===== src/rtl/seq_pkg.sv =====
// Shared types and constants for the program sequencer: FSM states and program entry points.
package seq_pkg;

    localparam int unsigned NUM_PROGS = 3;

    localparam logic [7:0] PROG0_ADDR = 8'h00;
    localparam logic [7:0] PROG1_ADDR = 8'h40;
    localparam logic [7:0] PROG2_ADDR = 8'h80;

    typedef enum logic [1:0] {
        IDLE = 2'd0,
        LOAD = 2'd1,
        RUN  = 2'd2,
        DONE = 2'd3
    } seq_state_e;

endpackage


===== src/rtl/sat_counter.sv =====
// Up-counter with synchronous clear and enable that sticks at all-ones instead of wrapping.
module sat_counter #(
    parameter int unsigned W = 16
) (
    input  logic         clk_i,
    input  logic         rst_i,
    input  logic         clr_i,
    input  logic         en_i,
    output logic [W-1:0] count_o
);

    logic [W-1:0] count_q;
    logic [W-1:0] count_d;

    always_comb begin
        count_d = count_q;
        if (clr_i) begin
            count_d = '0;
        end else if (en_i && (count_q != {W{1'b1}})) begin
            count_d = count_q + W'(1);
        end
    end

    always_ff @(posedge clk_i or posedge rst_i) begin
        if (rst_i) begin
            count_q <= '0;
        end else begin
            count_q <= count_d;
        end
    end

    assign count_o = count_q;

endmodule


===== src/rtl/program_sequencer.sv =====
// Run controller ahead of instruction fetch: picks an entry point, holds the PC there until
// started, runs until the decoder flags a halt, then completes a four-phase Req/Done handshake.
module program_sequencer
    import seq_pkg::*;
#(
    parameter int unsigned ADDR_W = 8,
    parameter int unsigned CYC_W  = 16
) (
    input  logic              CLK,
    input  logic              Reset,
    input  logic              Req,
    input  logic [1:0]        Prog_Sel,
    input  logic              Halt,
    input  logic [ADDR_W-1:0] PC,
    output logic              Start,
    output logic [ADDR_W-1:0] Start_Addr,
    output logic              Busy,
    output logic              Done,
    output logic              Err,
    output logic [CYC_W-1:0]  Cycle_Count,
    output logic [ADDR_W-1:0] Halt_PC
);

    seq_state_e        state_q, state_d;
    logic [1:0]        sel_q, sel_d;
    logic              err_q, err_d;
    logic [ADDR_W-1:0] halt_pc_q, halt_pc_d;
    logic              sel_valid_c;
    logic              cnt_clr_c;
    logic              cnt_en_c;

    assign sel_valid_c = (Prog_Sel < 2'(NUM_PROGS));

    always_comb begin
        state_d   = state_q;
        sel_d     = sel_q;
        err_d     = err_q;
        halt_pc_d = halt_pc_q;
        cnt_clr_c = 1'b0;
        cnt_en_c  = 1'b0;

        if (!Req) begin
            err_d = 1'b0;
        end

        case (state_q)
            IDLE: begin
                if (Req && sel_valid_c) begin
                    sel_d     = Prog_Sel;
                    cnt_clr_c = 1'b1;
                    state_d   = LOAD;
                end else if (Req) begin
                    err_d = 1'b1;
                end
            end
            LOAD: begin
                state_d = RUN;
            end
            RUN: begin
                cnt_en_c = 1'b1;
                if (Halt) begin
                    halt_pc_d = PC;
                    state_d   = DONE;
                end
            end
            DONE: begin
                if (!Req) begin
                    state_d = IDLE;
                end
            end
            default: begin
                state_d = IDLE;
            end
        endcase
    end

    always_ff @(posedge CLK or posedge Reset) begin
        if (Reset) begin
            state_q   <= IDLE;
            sel_q     <= 2'd0;
            err_q     <= 1'b0;
            halt_pc_q <= '0;
        end else begin
            state_q   <= state_d;
            sel_q     <= sel_d;
            err_q     <= err_d;
            halt_pc_q <= halt_pc_d;
        end
    end

    // Entry table indexed by the latched select, so Start_Addr only moves on acceptance.
    always_comb begin
        Start_Addr = ADDR_W'(PROG0_ADDR);
        case (sel_q)
            2'd1:    Start_Addr = ADDR_W'(PROG1_ADDR);
            2'd2:    Start_Addr = ADDR_W'(PROG2_ADDR);
            default: Start_Addr = ADDR_W'(PROG0_ADDR);
        endcase
    end

    sat_counter #(
        .W (CYC_W)
    ) u_cycle_cnt (
        .clk_i   (CLK),
        .rst_i   (Reset),
        .clr_i   (cnt_clr_c),
        .en_i    (cnt_en_c),
        .count_o (Cycle_Count)
    );

    assign Start   = (state_q != RUN);
    assign Busy    = (state_q == LOAD) || (state_q == RUN);
    assign Done    = (state_q == DONE);
    assign Err     = err_q;
    assign Halt_PC = halt_pc_q;

endmodule


===== config.mk =====
export PLATFORM = sky130hd
export DESIGN_NAME = program_sequencer
export DESIGN_NICKNAME = d
export VERILOG_FILES = /design/src/rtl/seq_pkg.sv /design/src/rtl/sat_counter.sv /design/src/rtl/program_sequencer.sv
export SDC_FILE = /design/constraint.sdc
export NUM_CORES = 1
export LEC_CHECK = 0
export ABC_CLOCK_PERIOD_IN_PS = 3600
export CAP_MARGIN = 40
export CORE_MARGIN = 2
export CORE_UTILIZATION = 52
export CTS_BUF_LIST = sky130_fd_sc_hd__clkbuf_8
export CTS_CLUSTER_SIZE = 30
export DETAILED_ROUTE_END_ITERATION = 7
export GPL_TIMING_DRIVEN = 0
export PLACE_DENSITY = 0.89
export SKIP_CTS_REPAIR_TIMING = 1
export SLEW_MARGIN = 20
export SYNTH_ARGS = -nofsm -noshare
export SYNTH_HDL_FRONTEND = slang
export SYNTH_SLANG_ARGS = --single-unit

===== constraint.sdc =====
create_clock -name CLK -period 3.6 [get_ports CLK]
set_input_delay 0.36 -clock CLK [delete_from_list [all_inputs] [get_ports CLK]]
set_output_delay 0.36 -clock CLK [all_outputs]
set_load 0.03 [all_outputs]

-- Word-level counts from Yosys, hierarchy flattened
Cells that the tools add are included.
W data, S select, Z words.
- $add $sub $neg: 1
- order comparisons: 1
- eq/ne operators: 10
- muxes and demuxes: 14
- reduce and logical (&&, ||, !) cells: 8
- operator list (cell ; count):
    $mux W16 ; 2
    $add A16 B1 Y16 const B ; 1
    $ne A16 B16 Y1 const B ; 1
    $pmux W8 S2 ; 1
    $ne A2 B2 Y1 const B ; 4
    $pmux W2 S4 ; 1
    $mux W1 ; 7
    $eq A2 B2 Y1 const B ; 3
    $mux W2 ; 3
    $eq A2 B1 Y1 const B ; 2
    $reduce_and A2 Y1 ; 2
    $reduce_and A3 Y1 ; 1
    $logic_and A1 B1 Y1 ; 2
    $logic_not A2 Y1 ; 1
    $lt A2 B2 Y1 const B ; 1
    $reduce_bool A2 Y1 ; 1
    $logic_or A1 B1 Y1 ; 1
- flip-flop bits (word level): 29
- input bits: 14
- output and inout port bits: 36

-- Longest topological paths before layout
Gate-level depths: netlist of run 1.
- word-level depth: 5
- depth in mapped cells: 7
- mapped depth without buffers: 6

-- Cells and area by module
Synthesis of run 1 repeated with hierarchy kept, for this count alone.
- cell total of the unflattened synthesis: 153
- area total of the unflattened synthesis: 1574.0 µm²
- modules (own cells, without submodules) (module ; times used ; cells each ; area an instance (µm²)):
    sat_counter ; 1 ; 101 ; 932.1
    program_sequencer ; 1 ; 52 ; 641.9

-- Worst setup path before layout of run 1
Ideal clock, no wire load.
- path type: register to register
- from: reg u_cycle_cnt.count_q[0] (netlist: u_cycle_cnt.count_o[0])
- to: reg u_cycle_cnt.count_q[12] (netlist: u_cycle_cnt.count_o[12])
- library setup time: 0.078 ns
- arrival time: 1.543 ns
- required time: 3.522 ns
- slack: 1.979 ns
- cell stages (with the launch flop): 6
- buffers on the path: 0
- cell sequence: dfrtp_1 > ha_1 > and2_1 > and4_2 > a31o_2 > a21oi_1
- cells in the longest elaborated chain, start to end: 3
- RTL lines (item ; line ; text):
    from (decl) ; sat_counter.sv:12 ; logic [W-1:0] count_q;
    from (signal assigned) ; sat_counter.sv:28 ; count_q <= count_d;
    $add A16 B1 Y16 / $ne A16 B16 Y1 (equally long branches) ; sat_counter.sv:20, sat_counter.sv:19 ;
    $mux W16 / $logic_and A1 B1 Y1 (equally long branches) ; sat_counter.sv:19 ; end else if (en_i && (count_q != {W{1'b1}})) begin
    $mux W16 / $reduce_bool A2 Y1 (equally long branches) ; - ;
Parallel ways exist; a longest one is shown, timed or not. The select of a mux whose other input is x is not followed.
A chain may end at the register's enable or synchronous reset.

-- Final worst setup path of run 1
- from: reg state_q[0]
- to: out Start
- cells in the longest elaborated chain, start to end: 1
- RTL lines (item ; line ; text):
    from (decl) ; program_sequencer.sv:24 ; seq_state_e state_q, state_d;
    from (signal assigned) ; program_sequencer.sv:84 ; state_q <= state_d;
    $ne A2 B2 Y1 ; program_sequencer.sv:111 ; assign Start = (state_q != RUN);
    to (decl) ; program_sequencer.sv:15 ; output logic Start,
Every way passes these cells.

==> results of run 1 <==
-- cells by family (layout without fill, tap and decap cells) --
logic type / Yosys count / in the layout / share of synthesized area [%]
AND/OR/NAND/NOR: 62 / 62 / 24.4
AO/OA/AOI/OAI: 35 / 35 / 13.1
flip-flops: 29 / 29 / 44.9
buffers and inverters: 18 / 70 / 7.35
multiplexers: 9 / 9 / 6.26
adder cells (fa/ha/maj): 5 / 5 / 3.87
other: 1 / 6 / 0.232
-- power breakdown --
part,total [mW],internal (mW),switching [mW]
registers,0.501,0.422,0.0794
logic,0.756,0.337,0.418
clock network,0.299,0.172,0.126
total,1.56,0.932,0.624
-- cells in the final DEF, fill, tap and decap left out, types with 7 or more instances in the layout --
cell             instances
or3_1                    8
a21oi_1                 13
buf_4                    7
nand2_1                 16
mux2_2                   9
inv_1                    7
nand3_1                  8
clkbuf_8                 8
dfrtp_1                 29
clkdlybuf4s50_1         43
-- worst max path at each step --
stage / depth (start not counted) / slack, ns / to / start
CTS: 5 / 1.36 / Start / state_q[0]$_DFFE_PP0P_
floorplan: 5 / 1.98 / u_cycle_cnt.count_o[12]$_DFFE_PP0P_ / u_cycle_cnt.count_o[0]$_DFFE_PP0P_
global placement: 6 / 1.65 / u_cycle_cnt.count_o[5]$_DFFE_PP0P_ / Req
global route: 5 / 1.30 / Start / state_q[0]$_DFFE_PP0P_
finish: 5 / 1.36 / Start / state_q[0]$_DFFE_PP0P_
detailed placement: 6 / 1.55 / u_cycle_cnt.count_o[2]$_DFFE_PP0P_ / Req
-- registers in the layout, summed over array words and instances, names as in the netlist --
register	cells
state_q	2
Err	1
u_cycle_cnt.count_o	16
Halt_PC	8
sel_q	2
-- per-stage QoR --
step                      setup WS [ns]  std cells  instance area [sq um]  util, %  power, mW
after floorplan                    1.98        164                   1640        -      0.972
after global placement             1.65        240                   2110     70.2       1.23
after detailed placement           1.55        241                   2120     70.7       1.27
after CTS                          1.36        249                   2220     74.1       1.57
after global routing               1.30        249                   2220     74.1       1.63
final                              1.36        249                   2220     74.1       1.56
-- routing by layer --
metal,track usage [%],vias up,routed length [um]
li1,-,675,-
met1,25.6,714,1520
met2,40.7,56,1990
met3,9.09,8,288
met4,10.5,0,76
met5,0,-,0
-- area by class of cell --
class	count	area, sq um	area share (%)
flip-flops and latches	29	726	32.6
repair buffers	44	445	20.0
multi-input cells	117	792	35.6
well taps	33	41.3	1.86
clock buffers	7	96.3	4.33
inverters	7	26.3	1.18
plain buffers	11	92.6	4.16
clock inverters	1	5.00	0.225
==> reports/results.ini, run 1 <==
[grt]
grt_overflow=0
antenna_found_initial=0
grt_usage_pct=23.6
first_global_vias=1440
grt_max_degree=21
grt_pass1_wl_um=6240

[power]
p_per_area_mw_per_mm2=699
leakagePower_nw=0.967
peakVddDrop_mv=0.464

[drt]
drc=0
drtAntennaViolNets=0
wl_per_cell_um=15.6
wl_um=3880
vias=1453
via_per_inst=5.84
firstDrtPassIters=4
drtIter0Drc=32

[floorplanning]
std_cell_rows=20
num_io_pins=50
start_util_pct=53.9
die_h_um=59.8
die_w_um=59.8
core_region_area_sq_mm=0.00300
dieArea_sq_mm=0.00357

[worst_setup_path]
crit_arrival_ns=1.88
start_kind=flip-flop
cp_num_buf_inv=4
cp_common_cell=inv_1
path_max_fanout=8
reg2reg_setup_slack_ns=1.81
critPathSlowestCell=clkdlybuf4s50_1
worstSetupPathType=reg -> out
cp_slowest_stage_delay_ns=0.69
r2r-end=u_cycle_cnt.count_o[13]$_DFFE_PP0P_
r2r_cells=7
critPathTopFamily=buffers and inverters
end_kind=primary output
required_ns=3.24
crit_chain=inv_1 > ha_1 > buf_6 > inv_1 > clkdlybuf4s50_1
r2r-start=state_q[0]$_DFFE_PP0P_

[logic_synthesis]
syn_inst=159
synth_area_leaders=dfrtp_1, mux2_2, a21oi_1, ha_1, nand2_1
ys_warn_count=0
ys_ff_latch=29
yosysTopAreaCell=dfrtp_1
yosys-top-cells-count=dfrtp_1, nand2_1, a21oi_1
seq_area_frac_synth_pct=44.9
synth_most_common_cell=dfrtp_1
synth_edf_count=0
synth_cell_types=43
synthFlopType=dfrtp_1
synth_top_area_share_pct=44.9
syn_avg_cell_area_sq_um=10.2
synth-async-reset-ratio_pct=100
netlist_area_sq_mm=0.00162

[sta]
fmax_mhz=446
setup_tns_ns=0
finalCritPeriodShare_pct=62.2
whs_ns=0.368
worstMarginPinSlew_ns=0.518
finClkSkew_ns=0.00764
slew_headroom_pct=65.5
drv_slew=0
post-route-min-period_ns=2.24
finalHoldViolations=0
rsz0062_at_grt=no
setup_viol=0

[job]
maxCapViolCount=0

[final_layout]
synthToLayoutAreaGrowth_pct=37.5
layout.nets=234
drive_above_1_share_pct=18.1
antenna_cells=0
n_fill_cell=224

[hold_path]
min-delay-path-class=in -> async

[clocking]
clk_latency_ns=0.29
tritoncts=built
ctsHtreeMaxLevel=2
clockBufferDepth=2
clk_pin_slew_ns=0.06
cts.sinks=29
cts-buffers-inserted=5
root_buffer=clkbuf_8

[place]
place_congestion=0.847
portBuffers=43
dpl.hpwl_um=2920

[outcome]
status=finished, final reports clean

Note: power is estimated with default switching activity, not from simulation.
==> inputs of run 2 (changes only) <==
--- a/config.mk
+++ b/config.mk
@@ -5,15 +5,15 @@
 export SDC_FILE = /design/constraint.sdc
 export NUM_CORES = 1
 export LEC_CHECK = 0
-export ABC_CLOCK_PERIOD_IN_PS = 3600
+export ABC_CLOCK_PERIOD_IN_PS = 2100
 export CAP_MARGIN = 40
 export CORE_MARGIN = 2
-export CORE_UTILIZATION = 52
+export CORE_UTILIZATION = 48
 export CTS_BUF_LIST = sky130_fd_sc_hd__clkbuf_8
 export CTS_CLUSTER_SIZE = 30
 export DETAILED_ROUTE_END_ITERATION = 7
 export GPL_TIMING_DRIVEN = 0
-export PLACE_DENSITY = 0.89
+export PLACE_DENSITY = 0.83
 export SKIP_CTS_REPAIR_TIMING = 1
 export SLEW_MARGIN = 20
 export SYNTH_ARGS = -nofsm -noshare
==> constraint.sdc (replaced) <==
create_clock -name CLK -period 2.1 [get_ports CLK]
set_input_delay 0.21 -clock CLK [delete_from_list [all_inputs] [get_ports CLK]]
set_output_delay 0.21 -clock CLK [all_outputs]
set_load 0.03 [all_outputs]
==> run 2 against run 1 <==
Global-route usage fell by 0.61 points. Sequential power up 72%. Power is 66% higher. Setup slack worse by 1.2 ns. Wire length increased by 0.10%. Via count decreased by 2.2%. Non-clock buffer count stayed put. Clock skew fell by 0.0049 ns. Critical path depth fell by 2. Clock power increased by 46%. Design area is the same. Sequential share of layout area stayed put. Critical path type unchanged. Largest cell class unchanged. Largest power group unchanged.
==> reports/results.ini, run 2 (synthesis gave the netlist of run 1 again) <==
[outcome]
status=finished, final reports clean

[worst_setup_path]
reg2reg_setup_slack_ns=0.34
required_ns=1.89
end_kind=primary output
worstSetupPathType=reg -> out
path_max_fanout=4
start_kind=flip-flop
crit_arrival_ns=1.73

[job]
maxCapViolCount=0

[clocking]
root_buffer=clkbuf_8
clk_pin_slew_ns=0.06
cts-buffers-inserted=5
ctsHtreeMaxLevel=2
clk_latency_ns=0.29
tritoncts=built
clockBufferDepth=2
cts.sinks=29

[final_layout]
layout.nets=234
final_common_cell=clkdlybuf4s50_1
drive_above_1_share_pct=17.6
antenna_cells=0
synthToLayoutAreaGrowth_pct=37.5
final_core_util_pct=67.7
layout_common_cells=clkdlybuf4s50_1, dfrtp_1, nand2_1, a21oi_1, mux2_2
largest_reg_flops=16

[sta]
finClkSkew_ns=0.00276
setup_viol=0
finalCritPeriodShare_pct=92.3
worstMarginPinSlew_ns=0.513
setup_tns_ns=0
finalHoldViolations=0
fmax_mhz=516
fin_ws_ns=0.162
drv_slew=0
slew_headroom_pct=65.5
post-route-min-period_ns=1.94
rsz0062_at_grt=no

[drt]
drtAntennaViolNets=0
met3WireLength_um=324
wl_met2_um=1980
wl_per_cell_um=14.8
firstDrtPassIters=4
wl_um=3880
vias=1421
drtIter0Drc=52
drc=0
routedLengthMet1_um=1480
via_per_inst=5.42
topRoutingLayerUsed=met4

[grt]
antenna_found_initial=0
grt_max_degree=21
first_global_vias=1415
grt_overflow=0
grt_pass1_wl_um=6340
grt_usage_pct=23.0

[place]
portBuffers=43
dpl.hpwl_um=2840
post-place-ws_ns=0.168
place_congestion=0.782

[power]
p_per_area_mw_per_mm2=1160
leakagePower_nw=0.967
peakVddDrop_mv=0.701

[floorplanning]
num_io_pins=50
core_region_area_sq_mm=0.00328
die_w_um=62.1
dieArea_sq_mm=0.00385
die_h_um=62.1
start_util_pct=49.3
std_cell_rows=21

[hold_path]
min-delay-path-class=in -> async

-- run 2: routing by layer --
layer | track usage (%) | vias to the layer above
met5 | 0 | -
met1 | 25.8 | 669
met3 | 8.07 | 10
met2 | 39.1 | 61
met4 | 10.6 | 0
li1 | - | 681
-- run 2: worst max-delay path, stage by stage (launching register included) --
cell             delay, ns
dfrtp_1               0.40
inv_1                 0.08
ha_1                  0.29
clkdlybuf4s50_1       0.66
-- run 2: final cells by class --
| type | instances | area [sq um] |
|---|---|---|
| Clock buffer | 5 | 68.8 |
| Multi-Input combinational cell | 117 | 792 |
| Sequential cell | 29 | 726 |
| Inverter | 7 | 26.3 |
| Timing Repair Buffer | 44 | 448 |
| Fill cell | 250 | 1060 |
| Buffer | 11 | 92.6 |
| Tap cell | 46 | 57.6 |
| Clock inverter | 3 | 13.8 |
-- run 2: final timing paths --
kind / startpoint / endpoint / depth (start not counted)
setup / recovery: state_q[1]$_DFFE_PP0P_ / Busy / 3
hold / removal: Reset / u_cycle_cnt.count_o[5]$_DFFE_PP0P_ / 2
setup reg to reg: state_q[0]$_DFFE_PP0P_ / u_cycle_cnt.count_o[13]$_DFFE_PP0P_ / 7
hold reg to reg: Halt_PC[4]$_DFFE_PP0P_ / Halt_PC[4]$_DFFE_PP0P_ / 1
max in group asynchronous: Reset / u_cycle_cnt.count_o[13]$_DFFE_PP0P_ / 3
min in group CLK: Halt_PC[4]$_DFFE_PP0P_ / Halt_PC[4]$_DFFE_PP0P_ / 1
-- run 2: metrics by stage --
stage / hold WS, ns / instance area, sq um / total power, mW / std cells
after floorplan: 0.288 / 1640 / 1.67 / 164
after global routing: 0.265 / 2220 / 2.73 / 262
after global placement: 0.481 / 2120 / 2.11 / 253
after detailed placement: 0.495 / 2140 / 2.15 / 254
final: 0.220 / 2220 / 2.58 / 262
after CTS: 0.230 / 2220 / 2.60 / 262
-- run 2: power by group --
group | internal (mW) | switching [mW] | total (mW)
logic | 0.577 | 0.705 | 1.28
registers | 0.723 | 0.140 | 0.863
clock network | 0.224 | 0.214 | 0.438
==> inputs of run 3 (changes only) <==
--- a/config.mk
+++ b/config.mk
@@ -19,3 +19,4 @@
 export SYNTH_ARGS = -nofsm -noshare
 export SYNTH_HDL_FRONTEND = slang
 export SYNTH_SLANG_ARGS = --single-unit
+export TNS_END_PERCENT = 5
==> results of run 3 <==
Final layout, timing and power as in run 2 (identical DEF).
